--- config.mk ---
export PLATFORM = sky130hd
export DESIGN_NAME = scan_ctrl_sync
export DESIGN_NICKNAME = d
export VERILOG_FILES = /design/src/rtl/scan_ctrl_sync.sv
export SDC_FILE = /design/constraint.sdc
export NUM_CORES = 1
export LEC_CHECK = 0
export ABC_AREA = 1
export CAP_MARGIN = 15
export CELL_PAD_IN_SITES_DETAIL_PLACEMENT = 1
export CELL_PAD_IN_SITES_GLOBAL_PLACEMENT = 1
export CORE_MARGIN = 4
export CORE_UTILIZATION = 44
export CTS_CLUSTER_SIZE = 24
export DETAILED_ROUTE_END_ITERATION = 8
export GPL_TIMING_DRIVEN = 1
export PLACE_DENSITY = 0.92
export SLEW_MARGIN = 20
export SYNTH_ARGS = -nofsm -noshare
export SYNTH_HDL_FRONTEND = slang
export SYNTH_SLANG_ARGS = --single-unit
export TNS_END_PERCENT = 30
--- constraint.sdc ---
create_clock -name clk -period 25.7 [get_ports clk]
set_input_delay 3.855 -clock clk [delete_from_list [all_inputs] [get_ports clk]]
set_output_delay 3.855 -clock clk [all_outputs]
set_load 0.01 [all_outputs]
--- src/rtl/scan_ctrl_sync.sv ---
// Clock-synchronous scan chain controller: oversamples scan pins on clk,
// shifts config+observe bits, commits config only on exact-length loads.
module scan_ctrl_sync #(
  parameter int CFG_W = 128,
  parameter int OBS_W = 64,
  parameter int SYNC_STAGES = 2,
  parameter logic [CFG_W-1:0] CFG_RESET = '0,
  localparam int L = CFG_W + OBS_W,
  localparam int CW = $clog2(L + 2)
) (
  input  logic             clk,
  input  logic             rst,
  input  logic             scan_clk,
  input  logic             scan_in,
  input  logic             scan_en,
  input  logic             scan_capture,
  input  logic             scan_load,
  output logic             scan_out,
  input  logic [OBS_W-1:0] obs_i,
  output logic [CFG_W-1:0] cfg_o,
  output logic             cfg_valid,
  output logic             upd_ok,
  output logic             upd_err,
  output logic [CW-1:0]    shift_cnt
);

  localparam logic [CW-1:0] CNT_FULL = CW'(L);
  localparam logic [CW-1:0] CNT_SAT  = CW'(L + 1);

  logic [SYNC_STAGES-1:0][4:0] sync_q;
  logic [4:0] pins_s;
  logic       sclk_s;
  logic       in_s;
  logic       en_s;
  logic       cap_s;
  logic       ld_s;
  logic       sclk_q;
  logic       fire;
  logic [L-1:0] chain;

  // All five pins share one chain so they stay mutually aligned.
  always_ff @(posedge clk or posedge rst) begin
    if (rst) begin
      sync_q <= '0;
    end else begin
      sync_q <= {sync_q[SYNC_STAGES-2:0],
                 {scan_load, scan_capture, scan_en, scan_in, scan_clk}};
    end
  end

  assign pins_s = sync_q[SYNC_STAGES-1];
  assign sclk_s = pins_s[0];
  assign in_s   = pins_s[1];
  assign en_s   = pins_s[2];
  assign cap_s  = pins_s[3];
  assign ld_s   = pins_s[4];
  assign fire   = sclk_s & ~sclk_q;

  always_ff @(posedge clk or posedge rst) begin
    if (rst) begin
      sclk_q    <= 1'b0;
      chain     <= '0;
      scan_out  <= 1'b0;
      cfg_o     <= CFG_RESET;
      cfg_valid <= 1'b0;
      upd_ok    <= 1'b0;
      upd_err   <= 1'b0;
      shift_cnt <= '0;
    end else begin
      sclk_q <= sclk_s;
      upd_ok <= 1'b0;
      if (fire) begin
        if (ld_s) begin
          shift_cnt <= '0;
          if (shift_cnt == CNT_FULL) begin
            cfg_o     <= chain[L-1:OBS_W];
            cfg_valid <= 1'b1;
            upd_err   <= 1'b0;
            upd_ok    <= 1'b1;
          end else begin
            upd_err <= 1'b1;
          end
        end else if (cap_s) begin
          chain     <= {cfg_o, obs_i};
          scan_out  <= obs_i[0];
          shift_cnt <= '0;
        end else if (en_s) begin
          chain    <= {in_s, chain[L-1:1]};
          scan_out <= chain[1];
          // Saturate so an over-long load can never alias back to L.
          if (shift_cnt != CNT_SAT) begin
            shift_cnt <= shift_cnt + 1'b1;
          end
        end
      end
    end
  end

endmodule

---- Word level (Yosys, flattened, before mapping) ----
Cells that the tools add are included.
storage, ports and cells
  register bits ........................... 343
  input bits .............................. 71
  output and inout bits ................... 140
  logic and storage cells ................. 35
cells by class
  add/sub/neg operators ................... 1
  equality and inequality tests ........... 2
  muxes and demuxes ....................... 12
  bitwise logic cells ..................... 3
  reductions and logical operators ........ 7
operators by type and width
  kind                   count
  $mux W192              2
  $mux W8                4
  $reduce_and A3 Y1      3
  $add A8 B1 Y8 const B  1
  $eq A8 B8 Y1 const B   1
  $ne A8 B8 Y1 const B   1
  $mux W1                6
  $reduce_bool A3 Y1     2
  $not A1 Y1             2
  $reduce_and A2 Y1      1
  $reduce_bool A2 Y1     1
  $and A1 B1 Y1          1

---- Depth between registers and ports, before layout ----
Gate-level depths: netlist of the first run.
  depth after elaboration ................. 5
  depth in mapped cells ................... 9
  gate-level depth less buffers ........... 9

---- Worst setup path before layout of the first run ----
Ideal clock, no wire load.
  path kind ............................... register to output
  start point ............................. register shift_cnt[2]
  end point ............................... output port shift_cnt[2]
  data arrival time ....................... 0.435 ns
  data required time ...................... 21.845 ns
  slack ................................... 21.410 ns
  stages on the path, launching flop included .. 1
  buffers on the path ..................... 0
  cell sequence ........................... dfrtp_1
RTL lines
  element                   RTL line  source
  start: declaration        24        output logic [CW-1:0] shift_cnt
  start signal: assignment  92        shift_cnt <= shift_cnt + 1'b1;
No word-level cell between the ends.

==> impl_metrics.toml, run 1 <==
[outcome]
run_status = "finished, final reports clean"

[final_layout]
nNetsFinal = 1976
drive_gt1_frac = 0.0404
area_growth_pct = 24.3
diodes = 0
postLayoutCellArea_sq_mm = 0.0183

[critical_path]
worst-path-buf-inv = 4
critPathKind = "primary input to async pin"
crit_top_cell = "buf_4"
critPathTopFamily = "buffers and inverters"
worst_setup_path_end_kind = "async pin"
worstPathCellList = "clkdlybuf4s50_1, inv_8, buf_4, buf_4"
worstPathMaxFanout = 129
crit_path_start_kind = "primary input"
required_ps = 26180
critPathArrivalTime_ps = 6860
critPathMaxStageDelay_ps = 890
slowest_stage = "buf_4"

[global_routing]
antenna_found_initial = 0
grt_overflow = 0
grt_max_degree = 255
grt_pass1_vias = 13200
grt_pass1_wl_mm = 66.4
grt_usage = 0.219

[timing]
fmax_ghz = 0.157
clock_skew_ps = 18.3
timing.final.crit_share = 0.248
hold_viol = 0
relSlewSlack = 0.270
finalSetupTns_ps = 0
fin_crit_ps = 6380
slew_viol_final = 0
worst_pin_slew_ps = 1090
setup_ws_ps = 19320
rsz0062_at_grt = "false"
setup_viol = 0

[drt]
drtPass1Iterations = 5
antenna_left = 0
dr.first_iter.drc_count = 702
top_layer = "met4"
met2_length_mm = 20.1
num_vias = 12300
routed_wl_mm = 39.9
wl_met1_mm = 16.5
wl_met3_mm = 1.93
drc_errors = 0
via_per_inst = 5.18
wl_per_cell_um = 16.8

[yosys]
synth_area_sq_mm = 0.0147
synth_top_area_frac = 0.583
synth_flop_cell = "dfrtp_1"
yosys_warnings = 0
async_flop_share = 1.00
synth_top_area_cell = "dfrtp_1"
synth_edf_count = 0
syn_area_per_cell_sq_um = 8.36
ys_seq_area_frac = 0.583
syn-num-nets = 1830
synth-seq-cells = 342
synthCells = 1756
synth_area_leaders = "dfrtp_1, o21ai_0, nand2_1, inv_1, buf_2"
ys_types = 21

[clocking]
cts_buffer_depth = 3
clock_latency_ps = 520
numCtsBuffers = 38
clockRootBuffer = "clkbuf_16"
htree_levels = 2
holdBufCountCts = 0
cts_sinks = 342
cts_post_setup_buffers_inserted = 0
clk_pin_slew_worst_paths_ps = 60
post_cts_resized = 0
cts_tree = "done"

[power]
internal_power_mw = 0.937
leakage_nw = 7.82
p_sw_frac = 0.227
ir_worst_vdd_mv = 0.0635
powerDensity_mw_per_mm2 = 66.4
switchingPower_mw = 0.276
seq_power_share = 0.471
clkPwrFrac = 0.467
comb_power_share = 0.062

[placed_design]
place_congestion = 0.769
portBuffers = 210
place_ws_ps = 18660
placed_cell_area_sq_mm = 0.0169
dpl.hpwl_mm = 25.0

[run]
drv_cap = 0

[floorplan]
initial_core_util = 0.449
core_region_area_sq_mm = 0.0327
dieArea_sq_mm = 0.0364
num_rows = 66
die_w_um = 191
fp.dieH_um = 191
ios = 211

[worst_hold_path]
min_path_type = "flip-flop to flip-flop"
==> through the flow <==
step	instances	hold slack [ps]	util	power [mW]
final	2374	342	0.558	1.21
after global routing	2374	352	0.558	1.26
after CTS	2374	343	0.558	1.23
after detailed placement	2304	336	0.518	0.656
after global placement	2304	333	0.518	0.649
after floorplan	1756	331	-	0.627
==> worst reg2reg max path: stages, from the launching register on <==
cell and delay (ps):
dfrtp_4 1040, nor2_1 260, nor4_4 640, buf_4 940, o21ai_0 290
==> cell usage in the layout, fill, tap and decap left out, types with 3 or more instances in the layout <==
cell type and count:
nand2_1 540, o21ai_0 488, dfrtp_1 341, clkdlybuf4s50_1 210, inv_1 206, clkbuf_16 41, o21ai_1 29, nor2_1 13
clkbuf_8 10, nand3_1 9, clkbuf_1 9, buf_4 9, clkinv_2 7, ha_1 3, bufinv_16 3
==> area by class of cell <==
| cell class | count | area, sq um |
|---|---|---|
| clock buffers | 60 | 1200 |
| clock inverters | 10 | 125 |
| fillers | 3862 | 14500 |
| inverters | 207 | 785 |
| multi-input cells | 1093 | 4840 |
| flip-flops and latches | 342 | 8560 |
| well taps | 442 | 553 |
| repair buffers | 220 | 2190 |
==> synthesized netlist by cell type (all sizes together) (2+ instances only) <==
library cell	n
nor2	14
o21ai	517
nand2	541
buf	63
clkbuf	51
dfrtp	342
nand3	9
a21oi	2
ha	3
inv	207
==> flip-flops by register name, indices dropped and copies added, names as in the netlist <==
name	cells
sync_q	5
cfg_o	128
upd_ok	1
chain	192
upd_err	1
cfg_valid	1
pins_s	5
sclk_q	1
shift_cnt	8
==> power by group through the flow <==
stage                     combinational (mW)  clock, mW  sequential [mW]
after floorplan                       0.0502          0            0.577
after CTS                             0.0773      0.580            0.571
after detailed placement              0.0754          0            0.581
final                                 0.0757      0.566            0.571
after global placement                0.0703          0            0.579
after global routing                  0.0871      0.603            0.573
==> final timing paths <==
check | from | slack [ps] | end | depth (start not counted)
worst min register to register | sync_q[3] | 340 | pins_s[3] | 0
max in group clk | shift_cnt[2] | 20300 | shift_cnt[2] | 1
worst max-delay path | rst | 19320 | chain[157] | 4
min in group asynchronous | rst | 3890 | shift_cnt[5] | 2
worst max register to register | pins_s[3] | 22350 | chain[21] | 4
worst min-delay path | sync_q[3] | 340 | pins_s[3] | 0
==> kinds of logic after synthesis <==
| logic type | synth area share |
|---|---|
| AO/OA/AOI/OAI | 0.178 |
| adder cells (fa/ha/maj) | 0.00256 |
| buffers and inverters | 0.0882 |
| flip-flops | 0.583 |
| multiplexers | 0.000767 |
| AND/OR/NAND/NOR | 0.148 |
==> per-layer routing <==
layer  vias up  track usage
met4         0       0.0768
met2       247        0.380
met3        90       0.0450
met1      6125        0.273
li1       5844            -
met5         -            0
Note: power is estimated with default switching activity, not from simulation.
==> run 2, diff against run 1 <==
--- a/config.mk
+++ b/config.mk
@@ -10,11 +10,11 @@
 export CELL_PAD_IN_SITES_DETAIL_PLACEMENT = 1
 export CELL_PAD_IN_SITES_GLOBAL_PLACEMENT = 1
 export CORE_MARGIN = 4
-export CORE_UTILIZATION = 44
+export CORE_UTILIZATION = 41
 export CTS_CLUSTER_SIZE = 24
 export DETAILED_ROUTE_END_ITERATION = 8
 export GPL_TIMING_DRIVEN = 1
-export PLACE_DENSITY = 0.92
+export PLACE_DENSITY = 0.87
 export SLEW_MARGIN = 20
 export SYNTH_ARGS = -nofsm -noshare
 export SYNTH_HDL_FRONTEND = slang
==> constraint.sdc (replaced) <==
create_clock -name clk -period 6 [get_ports clk]
set_input_delay 0.9 -clock clk [delete_from_list [all_inputs] [get_ports clk]]
set_output_delay 0.9 -clock clk [all_outputs]
set_load 0.01 [all_outputs]
==> impl_metrics.toml, run 2 (synthesis results as in run 1) <==
[outcome]
run_status = "finished, final reports clean"

[placed_design]
placed_cell_area_sq_mm = 0.0170
portBuffers = 210
dpl.hpwl_mm = 23.6
place_congestion = 0.783

[critical_path]
r2r_slack_ps = 2680
crit_path_start_kind = "flip-flop"
critPathMaxStageDelay_ps = 1050
worst-path-buf-inv = 2
crit_top_cell = "buf_4"
slowest_stage = "dfrtp_4"
worst_setup_path_end_kind = "flip-flop"
r2r_cells = 5
worstPathMaxFanout = 112
worstPathCellList = "nor2_1, nor4_4, buf_4, buf_4, o21ai_0"
critPathArrivalTime_ps = 3660
critPathTopFamily = "buffers and inverters"
r2r-end = "chain[61]"
critPathKind = "flip-flop to flip-flop"
required_ps = 6340
rr_startpoint = "pins_s[3]"

[power]
powerDensity_mw_per_mm2 = 280
switchingPower_mw = 1.16
leakage_nw = 7.81
ir_worst_vdd_mv = 0.247
internal_power_mw = 3.95
p_sw_frac = 0.228
comb_power_share = 0.063
clkPwrFrac = 0.459
seq_power_share = 0.478

[timing]
setup_viol = 0
slew_viol_final = 0
worst_pin_slew_ps = 977
clock_skew_ps = 16.6
fin_crit_ps = 3320
rsz0062_at_grt = "false"
finalSetupTns_ps = 0
timing.final.crit_share = 0.553
hold_viol = 0
timing.hold.ws_ps = 350
relSlewSlack = 0.349
fmax_ghz = 0.301

[global_routing]
antenna_found_initial = 0
grt_pass1_vias = 12700
grt_pass1_wl_mm = 64.0
grt_usage = 0.195
grt_max_degree = 220
grt_overflow = 0

[drt]
drtPass1Iterations = 5
via_per_inst = 5.07
dr.first_iter.drc_count = 698
wl_per_cell_um = 16.1
drc_errors = 0
antenna_left = 0
num_vias = 12100
routed_wl_mm = 38.4

[floorplan]
initial_core_util = 0.414
num_rows = 69
ios = 211
fp.dieH_um = 197
die_w_um = 197
core_region_area_sq_mm = 0.0355
dieArea_sq_mm = 0.0389

[worst_hold_path]
hold_depth = 0
min_path_type = "flip-flop to flip-flop"
hold_start = "sync_q[2]"
min_to = "pins_s[2]"

[final_layout]
top_regs = "chain x192, cfg_o x128, shift_cnt x8"
nNetsFinal = 1977
layout_common_cells = "nand2_1, o21ai_0, dfrtp_1"
nFillCells = 4158
largest_reg_flops = 192
postLayoutCellArea_sq_mm = 0.0183
final-seq-area_sq_mm = 0.00856
multi_input_area_sq_mm = 0.00484
area_growth_pct = 24.4
final_common_cell = "nand2_1"
diodes = 0
top_register = "chain"
utilization = 0.515
drive_gt1_frac = 0.0384

[clocking]
htree_levels = 2
holdBufCountCts = 0
numCtsBuffers = 39
cts_tree = "done"
clk_pin_slew_worst_paths_ps = 60
post_cts_resized = 0
clock_latency_ps = 520
cts_buffer_depth = 3
cts_sinks = 342
cts_post_setup_buffers_inserted = 0
clockRootBuffer = "clkbuf_16"

[run]
drv_cap = 0
==> run 2: cell type report <==
cell class,count,area share
flip-flops and latches,342,0.469
multi-input cells,1093,0.265
repair buffers,220,0.123
clock buffers,58,0.0646
inverters,207,0.0427
well taps,461,0.0316
clock inverters,7,0.00466
==> run 2: power groups by stage <==
stage               clock, mW  combinational [mW]  sequential (mW)
detailed placement          0               0.322             2.49
finish                   2.35               0.323             2.45
floorplan                   0               0.216             2.47
global placement            0               0.304             2.48
CTS                      2.42               0.330             2.45
global route             2.52               0.372             2.45
==> run 2: worst max-delay path by stage <==
stage	from	endpoint	slack (ps)	cells after the start
final	pins_s[3]	chain[61]	2680	5
after global routing	pins_s[3]	chain[54]	2270	6
after CTS	pins_s[3]	chain[61]	2640	5
after detailed placement	pins_s[3]	chain[61]	2690	5
after global placement	pins_s[3]	chain[43]	2870	5
after floorplan	rst	cfg_o[0]	530	1
==> run 2: per-layer routing <==
metal | vias to the layer above | routed length (um) | track usage
li1 | 5834 | - | -
met1 | 6003 | 16600 | 0.257
met3 | 62 | 1550 | 0.0339
met2 | 204 | 19300 | 0.334
met5 | - | 0 | 0
met4 | 0 | 946 | 0.0552
==> run 2: per-stage QoR <==
stage          worst slack (ps)  cells  total power, mW
2_1_floorplan               525   1756             2.69
3_3_place_gp               2870   2322             2.78
3_5_place_dp               2690   2322             2.81
4_1_cts                    2640   2387             5.19
5_1_grt                    2270   2388             5.35
6_report                   2680   2388             5.12
